`src/rtl/stencil_1d.sv`:
```
// Two-tap 1-D stencil: B[i] = w0*A[i-1] + w1*A[i] for i = 1..SIZE-1, streamed one element per cycle.
// Latency: read i issued in cycle i+1, write i in cycle i+3; a run occupies cycles 1..SIZE+2 after the start pulse.
// Backpressure: none; memories are always ready, and start pulses while busy are ignored.
//
// Ports:
//   clk, rst (sync, active-low)    t: start pulse    w0/w1: weights, latched at start
//   Ai_p0_*: A read port (data returns the cycle after rd_en)
//   Bw_p0_*: B write port (registered strobe, address and data)
module stencil_1d #(
  parameter int WIDTH  = 32,
  parameter int SIZE   = 64,
  parameter int ADDR_W = 6
) (
  input  logic              clk,
  input  logic              rst,
  input  logic              t,
  input  logic [WIDTH-1:0]  w0,
  input  logic [WIDTH-1:0]  w1,
  output logic              Ai_p0_addr_en,
  output logic [ADDR_W-1:0] Ai_p0_addr_data,
  output logic              Ai_p0_rd_en,
  input  logic [WIDTH-1:0]  Ai_p0_rd_data,
  output logic              Bw_p0_addr_en,
  output logic [ADDR_W-1:0] Bw_p0_addr_data,
  output logic              Bw_p0_wr_en,
  output logic [WIDTH-1:0]  Bw_p0_wr_data
);

  localparam logic [ADDR_W-1:0] LAST = ADDR_W'(SIZE - 1);

  typedef enum logic [1:0] {IDLE, RUN, DRAIN} state_t;

  state_t              state;
  logic [WIDTH-1:0]    w0_q, w1_q;
  logic                rd_en_q;
  logic [ADDR_W-1:0]   rd_addr_q;
  // d_vld/d_idx mark the cycle in which read data for address d_idx is on Ai_p0_rd_data.
  logic                d_vld;
  logic [ADDR_W-1:0]   d_idx;
  logic [WIDTH-1:0]    a_prev;
  logic                wr_en_q;
  logic [ADDR_W-1:0]   wr_addr_q;
  logic [WIDTH-1:0]    wr_data_q;

  always_ff @(posedge clk) begin
    if (!rst) begin
      state     <= IDLE;
      w0_q      <= '0;
      w1_q      <= '0;
      rd_en_q   <= 1'b0;
      rd_addr_q <= '0;
      d_vld     <= 1'b0;
      d_idx     <= '0;
      a_prev    <= '0;
      wr_en_q   <= 1'b0;
      wr_addr_q <= '0;
      wr_data_q <= '0;
    end else begin
      d_vld <= rd_en_q;
      d_idx <= rd_addr_q;

      // a_prev always holds the element read just before the one now arriving,
      // so the arriving element and a_prev form the A[i]/A[i-1] pair.
      if (d_vld) a_prev <= Ai_p0_rd_data;

      // Element 0 has no left neighbour, so B[0] is never produced.
      wr_en_q <= d_vld && (d_idx != '0);
      if (d_vld && (d_idx != '0)) begin
        wr_addr_q <= d_idx;
        wr_data_q <= w0_q * a_prev + w1_q * Ai_p0_rd_data;
      end

      case (state)
        IDLE: begin
          if (t) begin
            w0_q      <= w0;
            w1_q      <= w1;
            rd_en_q   <= 1'b1;
            rd_addr_q <= '0;
            state     <= RUN;
          end
        end
        RUN: begin
          if (rd_addr_q == LAST) begin
            rd_en_q <= 1'b0;
            state   <= DRAIN;
          end else begin
            rd_addr_q <= rd_addr_q + 1'b1;
          end
        end
        DRAIN: begin
          // Leave once the last read data has been consumed; its write is
          // already registered and goes out in this same cycle.
          if (!d_vld) state <= IDLE;
        end
        default: state <= IDLE;
      endcase
    end
  end

  assign Ai_p0_addr_en   = rd_en_q;
  assign Ai_p0_rd_en     = rd_en_q;
  assign Ai_p0_addr_data = rd_addr_q;
  assign Bw_p0_addr_en   = wr_en_q;
  assign Bw_p0_wr_en     = wr_en_q;
  assign Bw_p0_addr_data = wr_addr_q;
  assign Bw_p0_wr_data   = wr_data_q;

endmodule

```
`config.mk`:
```
export PLATFORM = sky130hd
export DESIGN_NAME = stencil_1d
export DESIGN_NICKNAME = d
export VERILOG_FILES = /design/src/rtl/stencil_1d.sv
export SDC_FILE = /design/constraint.sdc
export NUM_CORES = 2
export LEC_CHECK = 0
export ABC_AREA = 1
export CAP_MARGIN = 20
export CORE_UTILIZATION = 55
export DETAILED_ROUTE_END_ITERATION = 8
export MAX_ROUTING_LAYER = met4
export PLACE_DENSITY = 0.73
export SKIP_LAST_GASP = 1
export SYNTH_ARGS = -nofsm -noshare
export SYNTH_HDL_FRONTEND = slang
export SYNTH_SLANG_ARGS = --single-unit
export TNS_END_PERCENT = 30
```
`constraint.sdc`:
```
create_clock -name clk -period 23.5 [get_ports clk]
set_clock_uncertainty 0.2 [all_clocks]
set_input_delay 5.875 -clock clk [delete_from_list [all_inputs] [get_ports clk]]
set_output_delay 5.875 -clock clk [all_outputs]
set_load 0.02 [all_outputs]
```
* Yosys cells after proc, flatten, opt, wreduce, memory -nomap -nowiden
Index checks and enable logic that the tools add are counted.
** Word-level totals
- Bits in registers :: 151
- Word-level logic and storage cells :: 40
- Input port bits :: 99
** Cells by class
- $add $sub $neg :: 2
- Muxes and demuxes :: 10
- Reduce and logical (&&, ||, !) cells :: 8
- Multipliers :: 2
- Eq/ne operators :: 7
** Operators by type and width (number)
- $mul 32x32->32 :: 2
- $add 32x32->32 :: 1
- $mux 6 :: 2
- $pmux 6 s2 :: 1
- $reduce_and 3->1 :: 3
- $ne 2x2->1 const B :: 4
- $add 6x1->6 const B :: 1
- $eq 6x6->1 const B :: 1
- $mux 2 :: 3
- $pmux 2 s3 :: 1
- $reduce_bool 6->1 :: 1
- $eq 2x1->1 const B :: 1
- $eq 2x2->1 const B :: 1
- $logic_not 2->1 :: 1
- $mux 1 :: 2
- $pmux 1 s2 :: 1
- $reduce_and 2->1 :: 1
- $reduce_bool 2->1 :: 1
- $logic_and 1x1->1 :: 1

* Longest topological paths before layout
- Word-level depth :: 3
- Gate-level depth with buffers :: 38
- Gate-level depth less buffers :: 36

* Worst setup path before layout
OpenSTA, ideal clock, no wires.
- Kind :: input port to flip-flop
- Start :: input Ai_p0_rd_data[4]
- End :: register wr_data_q[28] (netlist: Bw_p0_wr_data[28])
- Stages :: 31
- Required time :: 23183 ps
- Arrival :: 12936 ps
- Path slack :: 10247 ps
- Buffers on the path :: 2
- Path through :: clkbuf_1 clkbuf_1 nand2_1 inv_1 fa_1 inv_1 fa_1 fa_1 fa_1 inv_1 fa_1 inv_1 fa_1 inv_1 fa_1 fa_1 fa_1 inv_1 fa_1 inv_1 ha_1 nand2_1 inv_1 a21oi_1 o211a_1 nand3_1 a31o_2 a21boi_0 nor2_1 nor2_1 nor2_1
** On the way
- Word-level cells in the longest chain between the ends :: 2
** RTL lines
- start, declared :: line 22 : input logic [WIDTH-1:0] Ai_p0_rd_data,
- $mul 32x32->32 :: line 70 : wr_data_q <= w0_q * a_prev + w1_q * Ai_p0_rd_data;
- $add 32x32->32 :: line 70
- end signal, assigned :: line 70
- end, declared :: line 43 : logic [WIDTH-1:0] wr_data_q;
Every way passes these cells.
A chain may end at the register's enable or synchronous reset.

* Worst setup path in the final report
- Start :: input Ai_p0_rd_data[11]
- End :: register wr_data_q[29] (netlist: Bw_p0_wr_data[29])
The elaborated chain is that of the path after synthesis.

==> flow_summary.json <==
{
  "run_status": "completed",
  "min_period_over_period": 0.5951,
  "postCtsSetupRepairBufs": 0,
  "hp-start": "Ai_p0_addr_data[3]",
  "final_cell_mix": "inv_1, nand2_1, fa_1, nor2_1, ha_1",
  "maxCapViolCount": 0,
  "critPathMaxFanout": 23,
  "die_height_um": 269.2,
  "setup_viol": 0,
  "worst_pin_slew_ps": 1092,
  "synth_top_cells_by_area": "fa_1, inv_1, nand2_1",
  "port_buffers": 146,
  "dp_cells": 6068,
  "rsz0062_at_grt": "no",
  "cpMaxStageDelayCell": "clkdlybuf4s50_1",
  "coreArea_mm2": 0.07039,
  "drt_first_pass_iters": 8,
  "drc": 0,
  "fmax_mhz": 71.50,
  "grt_max_degree": 72,
  "r2r_slack_ps": 14840,
  "maxSlewViolCount": 0,
  "yosys.cell_types.count": 43,
  "synth_area_per_cell_um2": 7.572,
  "hold_viol": 0,
  "n_fill_cell": 6332,
  "cts_hold_buffers": 0,
  "cts_made_buffers": 17,
  "post_dp_cell_area_mm2": 0.04129,
  "powerDensity_mw_per_mm2": 142.0,
  "syn-cell-area_mm2": 0.03926,
  "combPwrFrac": 0.894,
  "wl_um": 105700,
  "post_cts_resized": 0,
  "p_int_mw": 2.448,
  "p_sw_frac": 0.5889,
  "grt_first_pass_wirelength_um": 173300,
  "placementRows": 97,
  "synth_seq_cells": 151,
  "clkSinkCount": 151,
  "p_switching_mw": 3.506,
  "drtAntennaViolNets": 0,
  "fin_area_mm2": 0.04193,
  "crit_path_start": "Ai_p0_rd_data[11]",
  "ctsRootBufferMaster": "clkbuf_16",
  "ios": 147,
  "critical_path_class": "primary input to flip-flop",
  "p_seq_frac": 0.052,
  "clkPwrFrac": 0.054,
  "synth_flop_cell": "dfxtp_1",
  "place_ws_ps": 9139,
  "regToRegStartpoint": "w0_q[15]",
  "crit_path_max_incr_delay_ps": 1180,
  "vias": 31180,
  "crit_required_ps": 23660,
  "cts_max_level": 4,
  "gr-total-overflow": 0,
  "worstSetupEndpointType": "flip-flop",
  "final_common_cell": "inv_1",
  "path_clk_slew_ps": 70,
  "fin_nets": 6372,
  "fin_crit_ps": 13990,
  "antenna_found_initial": 1,
  "cp-start-kind": "primary input",
  "tns_ps": 0,
  "syn-instance-count": 5185,
  "place_congestion": 0.9809,
  "leakage_nw": 25.59,
  "cts_buffer_depth": 2,
  "holdWs_ps": 262.7,
  "min-delay-path-class": "flip-flop to flip-flop",
  "synth_top_area_frac": 0.4436,
  "setup_ws_ps": 9515,
  "slew_headroom": 0.2713,
  "synth_edf_count": 0,
  "drtIter0Drc": 2572,
  "clkLatencyLatePin_ps": 500,
  "critical_path_arrival_ps": 14140,
  "cts_tree": "yes",
  "grt_usage": 0.3163,
  "critPathMostFrequentCell": "fa_1",
  "die_w_um": 269.2,
  "dp_hpwl_um": 85860,
  "ys_warn_count": 0,
  "synth_top_cell_by_area": "fa_1",
  "syn-num-nets": 6410,
  "drive_gt1_frac": 0.02422,
  "wl_per_cell_um": 17.32,
  "peakVddDrop_mv": 0.2729,
  "finalNonFillerCells": 6101,
  "start_util": 0.5577,
  "grt_pass1_vias": 32320,
  "ys_seq_area_frac": 0.07699,
  "area_growth_pct": 6.798,
  "avgViaCountPerCell": 5.111,
  "async_flop_share": 0,
  "die-area_mm2": 0.07246
}
-- power groups by stage --
| stage | registers, mW | logic [mW] | clock network [mW] |
|---|---|---|---|
| after floorplan | 0.288 | 3.82 | 0 |
| after global placement | 0.314 | 5.21 | 0 |
| after detailed placement | 0.314 | 5.31 | 0 |
| after CTS | 0.308 | 5.37 | 0.330 |
| after global routing | 0.312 | 6.03 | 0.338 |
| final | 0.310 | 5.32 | 0.324 |
-- routing by layer --
metal  track usage  vias up  routed length [um]
met5             -        -                   0
met4       0.08797        0                2702
met3       0.06679      184               10980
met2        0.4826     1397               47790
met1        0.4273    15340               44210
li1              -    14260                   -
-- cells in the mapped netlist (all sizes together), types with 2 or more instances --
| library cell | number |
|---|---|
| buf | 76 |
| xnor2 | 24 |
| ha | 256 |
| clkinv | 7 |
| o21bai | 3 |
| o221ai | 2 |
| nor3 | 8 |
| nand2 | 1377 |
| inv | 1605 |
| nand3b | 13 |
| a21oi | 45 |
| dfxtp | 151 |
| nand3 | 83 |
| fa | 870 |
| xor2 | 30 |
| a21o | 2 |
| nand4 | 5 |
| o21ai | 143 |
| clkbuf | 187 |
| o22ai | 2 |
| a31oi | 6 |
| o211a | 2 |
| a21boi | 3 |
| nor2 | 279 |
-- state kept, by name, indices dropped and copies added, names as in the netlist --
signal and cells:
Ai_p0_addr_en 1, a_prev 32, state 2, d_vld 1, Ai_p0_addr_data 6, Bw_p0_addr_en 1
w1_q 32, w0_q 32, Bw_p0_wr_data 32, d_idx 6, Bw_p0_addr_data 6
-- logic make-up after synthesis --
logic type,Yosys count,synth area share
xor+xnor,54,0.01224
flops,151,0.07699
fa+ha+maj,1126,0.5252
compound gates,211,0.02926
simple gates,1768,0.1747
buf+inv,1875,0.1817
-- final cells by class --
class	count	area [um2]	share of cell area
Multi-Input combinational cell	3159	29110	0.6942
Inverter	1612	6051	0.1443
Sequential cell	151	3023	0.07209
Timing Repair Buffer	206	1929	0.04601
Tap cell	940	1176	0.02805
Clock buffer	18	429.2	0.01024
Clock inverter	14	210.2	0.005013
Antenna cell	1	2.502	0.00005968
-- critical path, delay by kind of cell --
| kind | cells | cell delay [ps] |
|---|---|---|
| AND/OR/NAND/NOR | 10 | 1000 |
| adder cells (fa/ha/maj) | 11 | 5280 |
| AO/OA/AOI/OAI | 1 | 90 |
| XOR/XNOR | 1 | 160 |
| buffers and inverters | 9 | 1720 |
-- per-stage QoR --
step	util	power, mW
global route	0.5957	6.680
detailed placement	0.5865	5.629
CTS	0.5956	6.005
floorplan	-	4.113
global placement	0.5862	5.527
finish	0.5957	5.954
-- final timing paths --
| path | endpoint | depth (start not counted) |
|---|---|---|
| setup / recovery | Bw_p0_wr_data[29] | 32 |
| hold / removal | d_idx[3] | 2 |
| setup reg to reg | Bw_p0_wr_data[29] | 30 |
| hold reg to reg | d_idx[3] | 2 |
(Power assumes the default switching activity.)
